File: src/rtl/mem_port_arbiter.sv
// Shares one single-ported memory between instruction fetch and data access.
// One transaction outstanding; data wins unless fetch has been starved STARVE_MAX grants.
module mem_port_arbiter #(
  parameter int XLEN       = 32,
  parameter int STARVE_MAX = 4
) (
  input  logic            clk,
  input  logic            rstn,
  input  logic            if_req,
  input  logic [XLEN-1:0] if_addr,
  input  logic            if_flush,
  output logic            if_gnt,
  output logic            if_rvalid,
  output logic [XLEN-1:0] if_rdata,
  input  logic            d_req,
  input  logic            d_we,
  input  logic [XLEN-1:0] d_addr,
  input  logic [XLEN-1:0] d_wdata,
  input  logic [1:0]      d_wlen,
  output logic            d_gnt,
  output logic            d_rvalid,
  output logic [XLEN-1:0] d_rdata,
  output logic            mem_req,
  output logic            mem_we,
  output logic [XLEN-1:0] mem_addr,
  output logic [XLEN-1:0] mem_wdata,
  output logic [1:0]      mem_wlen,
  input  logic            mem_ready,
  input  logic            mem_rvalid,
  input  logic [XLEN-1:0] mem_rdata
);

  typedef enum logic [1:0] {
    IDLE  = 2'd0,
    ISSUE = 2'd1,
    WAIT  = 2'd2
  } state_t;

  state_t            state_r;
  logic              owner_fetch_r;
  logic              discard_r;
  logic [3:0]        starve_cnt_r;
  logic              mem_req_r;
  logic              mem_we_r;
  logic [XLEN-1:0]   mem_addr_r;
  logic [XLEN-1:0]   mem_wdata_r;
  logic [1:0]        mem_wlen_r;
  logic              if_rvalid_r;
  logic              d_rvalid_r;
  logic [XLEN-1:0]   if_rdata_r;
  logic [XLEN-1:0]   d_rdata_r;

  logic              starved_s;
  logic              fetch_wins_s;
  logic              accept_s;
  logic              drop_fetch_s;

  assign starved_s    = (starve_cnt_r == 4'(STARVE_MAX));
  assign fetch_wins_s = if_req && (!d_req || starved_s);
  assign accept_s     = (state_r == ISSUE) && mem_ready;
  // A flush arriving with the response still kills it, not just a flush seen earlier.
  assign drop_fetch_s = discard_r || if_flush;

  assign if_gnt    = accept_s && owner_fetch_r;
  assign d_gnt     = accept_s && !owner_fetch_r;
  assign mem_req   = mem_req_r;
  assign mem_we    = mem_we_r;
  assign mem_addr  = mem_addr_r;
  assign mem_wdata = mem_wdata_r;
  assign mem_wlen  = mem_wlen_r;
  assign if_rvalid = if_rvalid_r;
  assign if_rdata  = if_rdata_r;
  assign d_rvalid  = d_rvalid_r;
  assign d_rdata   = d_rdata_r;

  // Sequencer FSM with registered memory payload, starvation counter and response routing.
  always_ff @(posedge clk or negedge rstn) begin
    if (!rstn) begin
      state_r       <= IDLE;
      owner_fetch_r <= 1'b0;
      discard_r     <= 1'b0;
      starve_cnt_r  <= 4'd0;
      mem_req_r     <= 1'b0;
      mem_we_r      <= 1'b0;
      mem_addr_r    <= {XLEN{1'b0}};
      mem_wdata_r   <= {XLEN{1'b0}};
      mem_wlen_r    <= 2'b00;
      if_rvalid_r   <= 1'b0;
      d_rvalid_r    <= 1'b0;
      if_rdata_r    <= {XLEN{1'b0}};
      d_rdata_r     <= {XLEN{1'b0}};
    end else begin
      if_rvalid_r <= 1'b0;
      d_rvalid_r  <= 1'b0;
      case (state_r)
        IDLE: begin
          discard_r <= 1'b0;
          if (if_req || d_req) begin
            owner_fetch_r <= fetch_wins_s;
            mem_req_r     <= 1'b1;
            state_r       <= ISSUE;
            if (fetch_wins_s) begin
              mem_we_r    <= 1'b0;
              mem_addr_r  <= if_addr;
              mem_wdata_r <= {XLEN{1'b0}};
              mem_wlen_r  <= 2'b00;
            end else begin
              mem_we_r    <= d_we;
              mem_addr_r  <= d_addr;
              mem_wdata_r <= d_wdata;
              mem_wlen_r  <= d_wlen;
            end
          end else begin
            state_r <= IDLE;
          end
        end
        ISSUE: begin
          if (owner_fetch_r && if_flush) begin
            discard_r <= 1'b1;
          end else begin
            discard_r <= discard_r;
          end
          if (mem_ready) begin
            mem_req_r <= 1'b0;
            if (owner_fetch_r) begin
              starve_cnt_r <= 4'd0;
            end else if (if_req && !starved_s) begin
              starve_cnt_r <= starve_cnt_r + 4'd1;
            end else begin
              starve_cnt_r <= starve_cnt_r;
            end
            state_r <= mem_we_r ? IDLE : WAIT;
          end else begin
            state_r <= ISSUE;
          end
        end
        WAIT: begin
          if (mem_rvalid) begin
            state_r <= IDLE;
            if (owner_fetch_r) begin
              if (!drop_fetch_s) begin
                if_rvalid_r <= 1'b1;
                if_rdata_r  <= mem_rdata;
              end else begin
                if_rvalid_r <= 1'b0;
              end
            end else begin
              d_rvalid_r <= 1'b1;
              d_rdata_r  <= mem_rdata;
            end
          end else if (owner_fetch_r && if_flush) begin
            discard_r <= 1'b1;
          end else begin
            state_r <= WAIT;
          end
        end
        default: begin
          state_r   <= IDLE;
          mem_req_r <= 1'b0;
        end
      endcase
    end
  end

endmodule

File: config.mk
export PLATFORM = sky130hd
export DESIGN_NAME = mem_port_arbiter
export DESIGN_NICKNAME = d
export VERILOG_FILES = /design/src/rtl/mem_port_arbiter.sv
export SDC_FILE = /design/constraint.sdc
export NUM_CORES = 1
export LEC_CHECK = 0
export BUFFER_PORTS_ARGS = -buffer_cell sky130_fd_sc_hd__buf_2
export CORE_MARGIN = 4
export CORE_UTILIZATION = 30
export CTS_BUF_LIST = sky130_fd_sc_hd__clkbuf_8 sky130_fd_sc_hd__clkbuf_16
export DETAILED_ROUTE_END_ITERATION = 16
export GPL_ROUTABILITY_DRIVEN = 0
export GPL_TIMING_DRIVEN = 0
export SYNTH_ARGS = -nofsm -noshare
export SYNTH_HDL_FRONTEND = slang
export SYNTH_SLANG_ARGS = --single-unit
File: constraint.sdc
create_clock -name clk -period 4.4 [get_ports clk]
set_input_delay 0.44 -clock clk [delete_from_list [all_inputs] [get_ports clk]]
set_output_delay 0.44 -clock clk [all_outputs]
set_load 0.01 [all_outputs]
==> metrics.cfg, run 1 <==
[timing]
setup_viol=0
max_freq_mhz=453
rsz0062_at_grt=false
finalCriticalPeriod_ns=2.21
skew_ns=0.0122
hold_viol=0
slew_viol_final=0
tightest_slew_ns=0.565
fin_crit_sh=0.502
whs_ns=0.256
finalSetupTns_ns=0
maxSlewHeadroom=0.621

[cts]
cts_resized=0
clkTransAtPathRegs_ns=0.07
cts_max_level=4
cts_tree=done
cts_buffers=17
cts_buffer_depth=2
clock_latency_ns=0.42
clock_sinks=142
cts_hold_buf=1
cts_setup_buffers=0
root_buffer=clkbuf_16

[power_and_ir_drop]
ir_drop_v=0.000252
p_int_w=0.00381
power_frac_clock=0.265
switchingPower_w=0.00217
totalPowerFinal_w=0.00598
power_density_nw_per_um2=706
p_leak_nw=4.39
switching_share=0.363
comb_power_share=0.376
power_frac_seq=0.359

[worst_setup_path]
slowest_delay_ns=0.41
crit_top_cell=buf_2
arrival_ns=2.53
crit_fanout=10
critPathCaptureType=register
slowest_stage=dfrtp_1
required_ns=4.73
critPathLaunchType=register
critical_path_class=register to register
path_cells=inv_1 > ha_1 > buf_2 > o21a_1 > buf_2 > clkbuf_1 > nand2_1 > o21ai_0

[placed_design]
dp_cells=1073
dp_hpwl_um=13100
io_buffers=272

[global_route]
track_usage=0.151
overflow=0
grt_pass1_vias=5114
antenna_found_initial=1
grt_max_degree=89
grt_pass1_wl_um=27000

[cells_and_area]
area_growth_pct=39.1
final_core_util=0.429
drive_gt1_frac=0.458
antenna_cells=0
fillers=1916
design.final.nets=972
final_common_cell=buf_2
final_cell_mix=buf_2, dfrtp_1, nand2_1, o21ai_0, mux2_2
fin_cells=1106

[route]
m1WireLength_um=7590
vias_per_cell=4.59
antenna_left=0
top_layer_used=met5
drtIter0Drc=205
routedWlPerCell_um=15.8
drt_wl_total_um=17500
wl_met2_um=8090
vias=5076
drt_first_pass_iters=4
drc=0
wl_met3_um=1540

[floorplan]
num_rows=51
io-pin-count=274
die_area_um2=22600
die_x_um=150
core-area_um2=19700
start_util=0.309
die_h_um=150

[synth]
yosysSeqAreaShare=0.584
synth-warning-count=0
ys.flop_type=dfrtp_1
async_flop_share=1.00
synth-edff-count=0
syn_avg_cell_area_um2=11.4
netlist_area_um2=6090
synth_cell_types=37
ys_ff_latch=142
postSynthCellCount=535
syn_nets=679

[worst_hold_path]
hold_path_class=input port to register

[outcome]
status=completed

[run]
max-cap-violations=0

worst max-delay path: cells and delay by family, from the launching register on:
kind / cells / cell delay (ns)
AOI/OAI and AO/OA: 2 / 0.45
DFF: 1 / 0.41
adders and majority gates: 1 / 0.14
buffers and inverters: 4 / 1.04
and+or+nand+nor: 1 / 0.09
worst paths after layout:
path | from | to | slack [ns] | cells past startpoint
max | state_r[0] | mem_wdata[30] | 2.19 | 8
min | d_wdata[18] | mem_wdata[18] | 0.26 | 3
max reg2reg | state_r[0] | mem_wdata[30] | 2.19 | 8
min reg2reg | mem_wdata[26] | mem_wdata[26] | 0.47 | 2
max in group asynchronous | rstn | mem_wlen[1] | 3.04 | 3
min in group asynchronous | rstn | d_rdata[7] | 0.54 | 2
per-layer routing:
metal | up-vias | track usage
met5 | - | 0
met4 | 2 | 0.0503
met3 | 14 | 0.0479
met2 | 198 | 0.242
met1 | 2405 | 0.193
li1 | 2457 | -
stage by stage:
step                      instance area, µm²  setup slack [ns]
final                                   8470              2.19
after global routing                    8470              1.96
after CTS                               8470              2.12
after detailed placement                7820              2.14
after global placement                  7780             0.768
after floorplan                         6090              2.45
cells in the mapped netlist, drive strengths merged, types with 2 or more instances:
cell / number / area, µm²
inv: 11 / 41.3
o21a: 2 / 15.0
or4: 2 / 15.0
a22o: 2 / 17.5
mux2: 64 / 830
o211ai: 32 / 240
nand3: 3 / 15.0
buf: 11 / 106
ha: 6 / 75.1
nor2: 3 / 11.3
dfrtp: 142 / 3550
o21ai: 40 / 200
clkbuf: 30 / 114
nand4: 32 / 200
o31ai: 3 / 22.5
nand2: 137 / 517
logic make-up after synthesis:
group           share of synthesized area
buf+inv                            0.0429
fa+ha+maj                          0.0123
compound gates                     0.0900
flops                               0.584
mux                                 0.136
simple gates                        0.135
registers in the layout (all words and copies together), names as in the netlist:
name,cells
d_rdata,32
d_rvalid,1
discard_r,1
if_rdata,32
if_rvalid,1
mem_addr,32
mem_req,1
mem_wdata,32
mem_we,1
mem_wlen,2
owner_fetch_r,1
starve_cnt_r,4
state_r,2
power by group through the flow:
stage / logic [W] / registers (W) / clock network, W
floorplan: 0.00106 / 0.00240 / 0
global placement: 0.00225 / 0.00216 / 0
detailed placement: 0.00229 / 0.00216 / 0
CTS: 0.00229 / 0.00215 / 0.00163
global route: 0.00251 / 0.00221 / 0.00168
finish: 0.00225 / 0.00215 / 0.00159
final cells by class:
cell class,count,area (µm²),area share
multi-input cells,341,2270,0.269
inverters,11,41.3,0.00488
flip-flops and latches,142,3550,0.420
clock inverters,14,203,0.0239
plain buffers,41,220,0.0260
well taps,265,332,0.0392
clock buffers,18,439,0.0519
repair buffers,274,1410,0.166
Power figures use the tool's default switching activity.
==> run 2, diff against run 1 <==
==> constraint.sdc (replaced) <==
create_clock -name clk -period 1.8 [get_ports clk]
set_input_delay 0.18 -clock clk [delete_from_list [all_inputs] [get_ports clk]]
set_output_delay 0.18 -clock clk [all_outputs]
set_load 0.01 [all_outputs]
==> run 2 against run 1 <==
- the flow now finishes with violations (setup timing)
- sequential share of layout area shrank 2.9 points
- global-route usage grew 0.75 points
- hold slack lost 0.24 ns
- clock skew shrank 0.0055 ns
- setup slack lost 2.3 ns
- sequential power grew 150%
- cell count grew 4.4%
- first-iteration DRC count shrank 33%
- count of clock-buffer cells in the layout is the same
- critical endpoint is now if_rdata[3]
==> metrics.cfg, run 2 (synthesized netlist as in run 1, its figures left out) <==
[outcome]
status=finished with violations  ; was completed
violations=setup timing

[worst_setup_path]
critical_path_class=register to register  ; unchanged
slowest_stage=or4b_4  ; was dfrtp_1
path_depth=7  ; was 8
critPathLaunchType=register  ; unchanged
path_cells=inv_2 > ha_4 > nand2_4 > or4b_4 > buf_12 > clkbuf_16 > mux2_4  ; was inv_1 > ha_1 > buf_2 > o21a_1 > buf_2 > clkbuf_1 > nand2_1 > o21ai_0
crit_fanout=8  ; was 10
crit_buf_inv=3  ; was 4
required_ns=2.09  ; was 4.73 ns
slowest_delay_ns=0.49  ; was 0.41 ns
arrival_ns=2.19  ; was 2.53 ns
r2r_cells=7  ; was 8
crit_family=simple AND/OR/NAND/NOR gates  ; was buffers and inverters
critPathCaptureType=register  ; unchanged

[floorplan]
io-pin-count=274  ; unchanged
die_h_um=150  ; unchanged
start_util=0.309  ; unchanged
num_rows=51  ; unchanged
die_x_um=150  ; unchanged
die_area_um2=22600  ; unchanged
core-area_um2=19700  ; unchanged

[global_route]
grt_pass1_vias=5450  ; was 5114
grt_max_degree=80  ; was 89
track_usage=0.158  ; was 0.151
overflow=0  ; unchanged
antenna_found_initial=1  ; unchanged
grt_pass1_wl_um=28300  ; was 27000 µm

[timing]
fin_crit_sh=1.06  ; was 0.502
slew_viol_final=0  ; unchanged
finalCriticalPeriod_ns=1.90  ; was 2.21 ns
rsz0062_at_grt=true  ; was false
skew_ns=0.00670  ; was 0.0122 ns
setup_slack_ns=-0.101  ; was 2.19 ns
setup_viol=30  ; was 0
maxSlewHeadroom=0.492  ; was 0.621
max_freq_mhz=526  ; was 453 MHz
hold_viol=0  ; unchanged
tightest_slew_ns=0.762  ; was 0.565 ns

[power_and_ir_drop]
power_frac_clock=0.243  ; was 0.265
switchingPower_w=0.00546  ; was 0.00217 W
switching_share=0.368  ; was 0.363
power_frac_seq=0.355  ; was 0.359
p_leak_nw=4.69  ; was 4.39 nW
totalPowerFinal_w=0.0148  ; was 0.00598 W
ir_drop_v=0.000596  ; was 0.000252 V
power_density_nw_per_um2=1630  ; was 706 nW/µm²
p_int_w=0.00937  ; was 0.00381 W
comb_power_share=0.402  ; was 0.376

[route]
drtIter0Drc=137  ; was 205
vias_per_cell=4.60  ; was 4.59
drt_first_pass_iters=4  ; unchanged
drt_wl_total_um=18400  ; was 17500 µm
routedWlPerCell_um=16.0  ; was 15.8 µm
drc=0  ; unchanged
antenna_left=0  ; unchanged
vias=5310  ; was 5076

[cells_and_area]
design.final.nets=1021  ; was 972
area_growth_pct=49.5  ; was 39.1%
antenna_cells=0  ; unchanged
drive_gt1_frac=0.476  ; was 0.458
final_cell_mix=buf_2, dfrtp_1, nand2_1, dlygate4sd3_1, o21ai_0  ; was buf_2, dfrtp_1, nand2_1, o21ai_0, mux2_2
final_common_cell=buf_2  ; unchanged

[cts]
cts_max_level=4  ; unchanged
clock_sinks=142  ; unchanged
cts_buffers=17  ; unchanged
root_buffer=clkbuf_16  ; unchanged
cts_tree=done  ; unchanged
cts_buffer_depth=2  ; unchanged
clock_latency_ns=0.41  ; was 0.42 ns
clkTransAtPathRegs_ns=0.06  ; was 0.07 ns

[placed_design]
place_ws_ns=-0.490  ; was 2.14 ns
dp_hpwl_um=13300  ; was 13100 µm
io_buffers=272  ; unchanged

[worst_hold_path]
hold_path_class=input port to register  ; unchanged
hold-path-cell-count=3  ; unchanged

[run]
max-cap-violations=0  ; unchanged

run 2: power by group through the flow:
| stage | Clock [W] | Sequential, W | Combinational, W |
|---|---|---|---|
| after global placement | 0 | 0.00530 | 0.00554 |
| after global routing | 0.00385 | 0.00542 | 0.00661 |
| after floorplan | 0 | 0.00586 | 0.00260 |
| after detailed placement | 0 | 0.00531 | 0.00562 |
| after CTS | 0.00370 | 0.00527 | 0.00588 |
| final | 0.00360 | 0.00527 | 0.00597 |
run 2: path summary, 6_finish.rpt:
check / to / from / slack (ns)
min in group asynchronous: d_rdata[3] / rstn / 0.38
worst min register to register: mem_wdata[2] / mem_wdata[2] / 0.47
worst max register to register: if_rdata[3] / state_r[0] / -0.10
max in group asynchronous: mem_wdata[23] / rstn / 0.62
worst min-delay path: mem_wdata[2] / d_wdata[2] / 0.02
worst max-delay path: if_rdata[3] / state_r[0] / -0.10
run 2: per-layer routing:
layer  share of wire  routed length (µm)  vias up  global-route usage
met5         0.00092                  17        -                   0
met4           0.016                 299        2              0.0517
met3           0.089                1640       22              0.0536
met2            0.48                8770      201               0.264
met1            0.42                7700     2536               0.193
li1                -                   -     2549                   -
run 2: per-stage QoR:
step           instance area [µm²]  std cells  utilization  TNS, ns  hold WS, ns
6_report                      9100       1155        0.462    -2.51       0.0188
5_1_grt                       9100       1155        0.462    -3.95      0.00177
4_1_cts                       8940       1149        0.453    -1.98     0.000554
3_5_place_dp                  7820       1073        0.397   -34.20        0.281
3_3_place_gp                  7780       1072        0.395  -260.56        0.425
2_1_floorplan                 6090        535            -    -3.68       -0.116
run 2: worst reg2reg max path, stage by stage, from the launching register on:
cell and delay (ns):
dfrtp_1 0.39, inv_2 0.09, ha_4 0.15, nand2_4 0.05, or4b_4 0.49, buf_12 0.17, clkbuf_16 0.16, mux2_4 0.29
run 2: area by class of cell:
type	instances	area, µm²
buffer	38	293
clock inverter	14	158
multi-input combinational	341	2350
fill	1863	10600
timing repair buffer	326	1940
clock buffer	18	439
inverter	11	41.3
sequential	142	3550
tap	265	332
run 2: timing repair:
action                                  CTS  global route
pin swaps                                 0             0
endpoints found under the setup margin  132            98
hold endpoints to repair                127             1
gates cloned                              0             2
gates resized for setup                  31            40
hold buffers                             42             1
setup buffers                             4             4
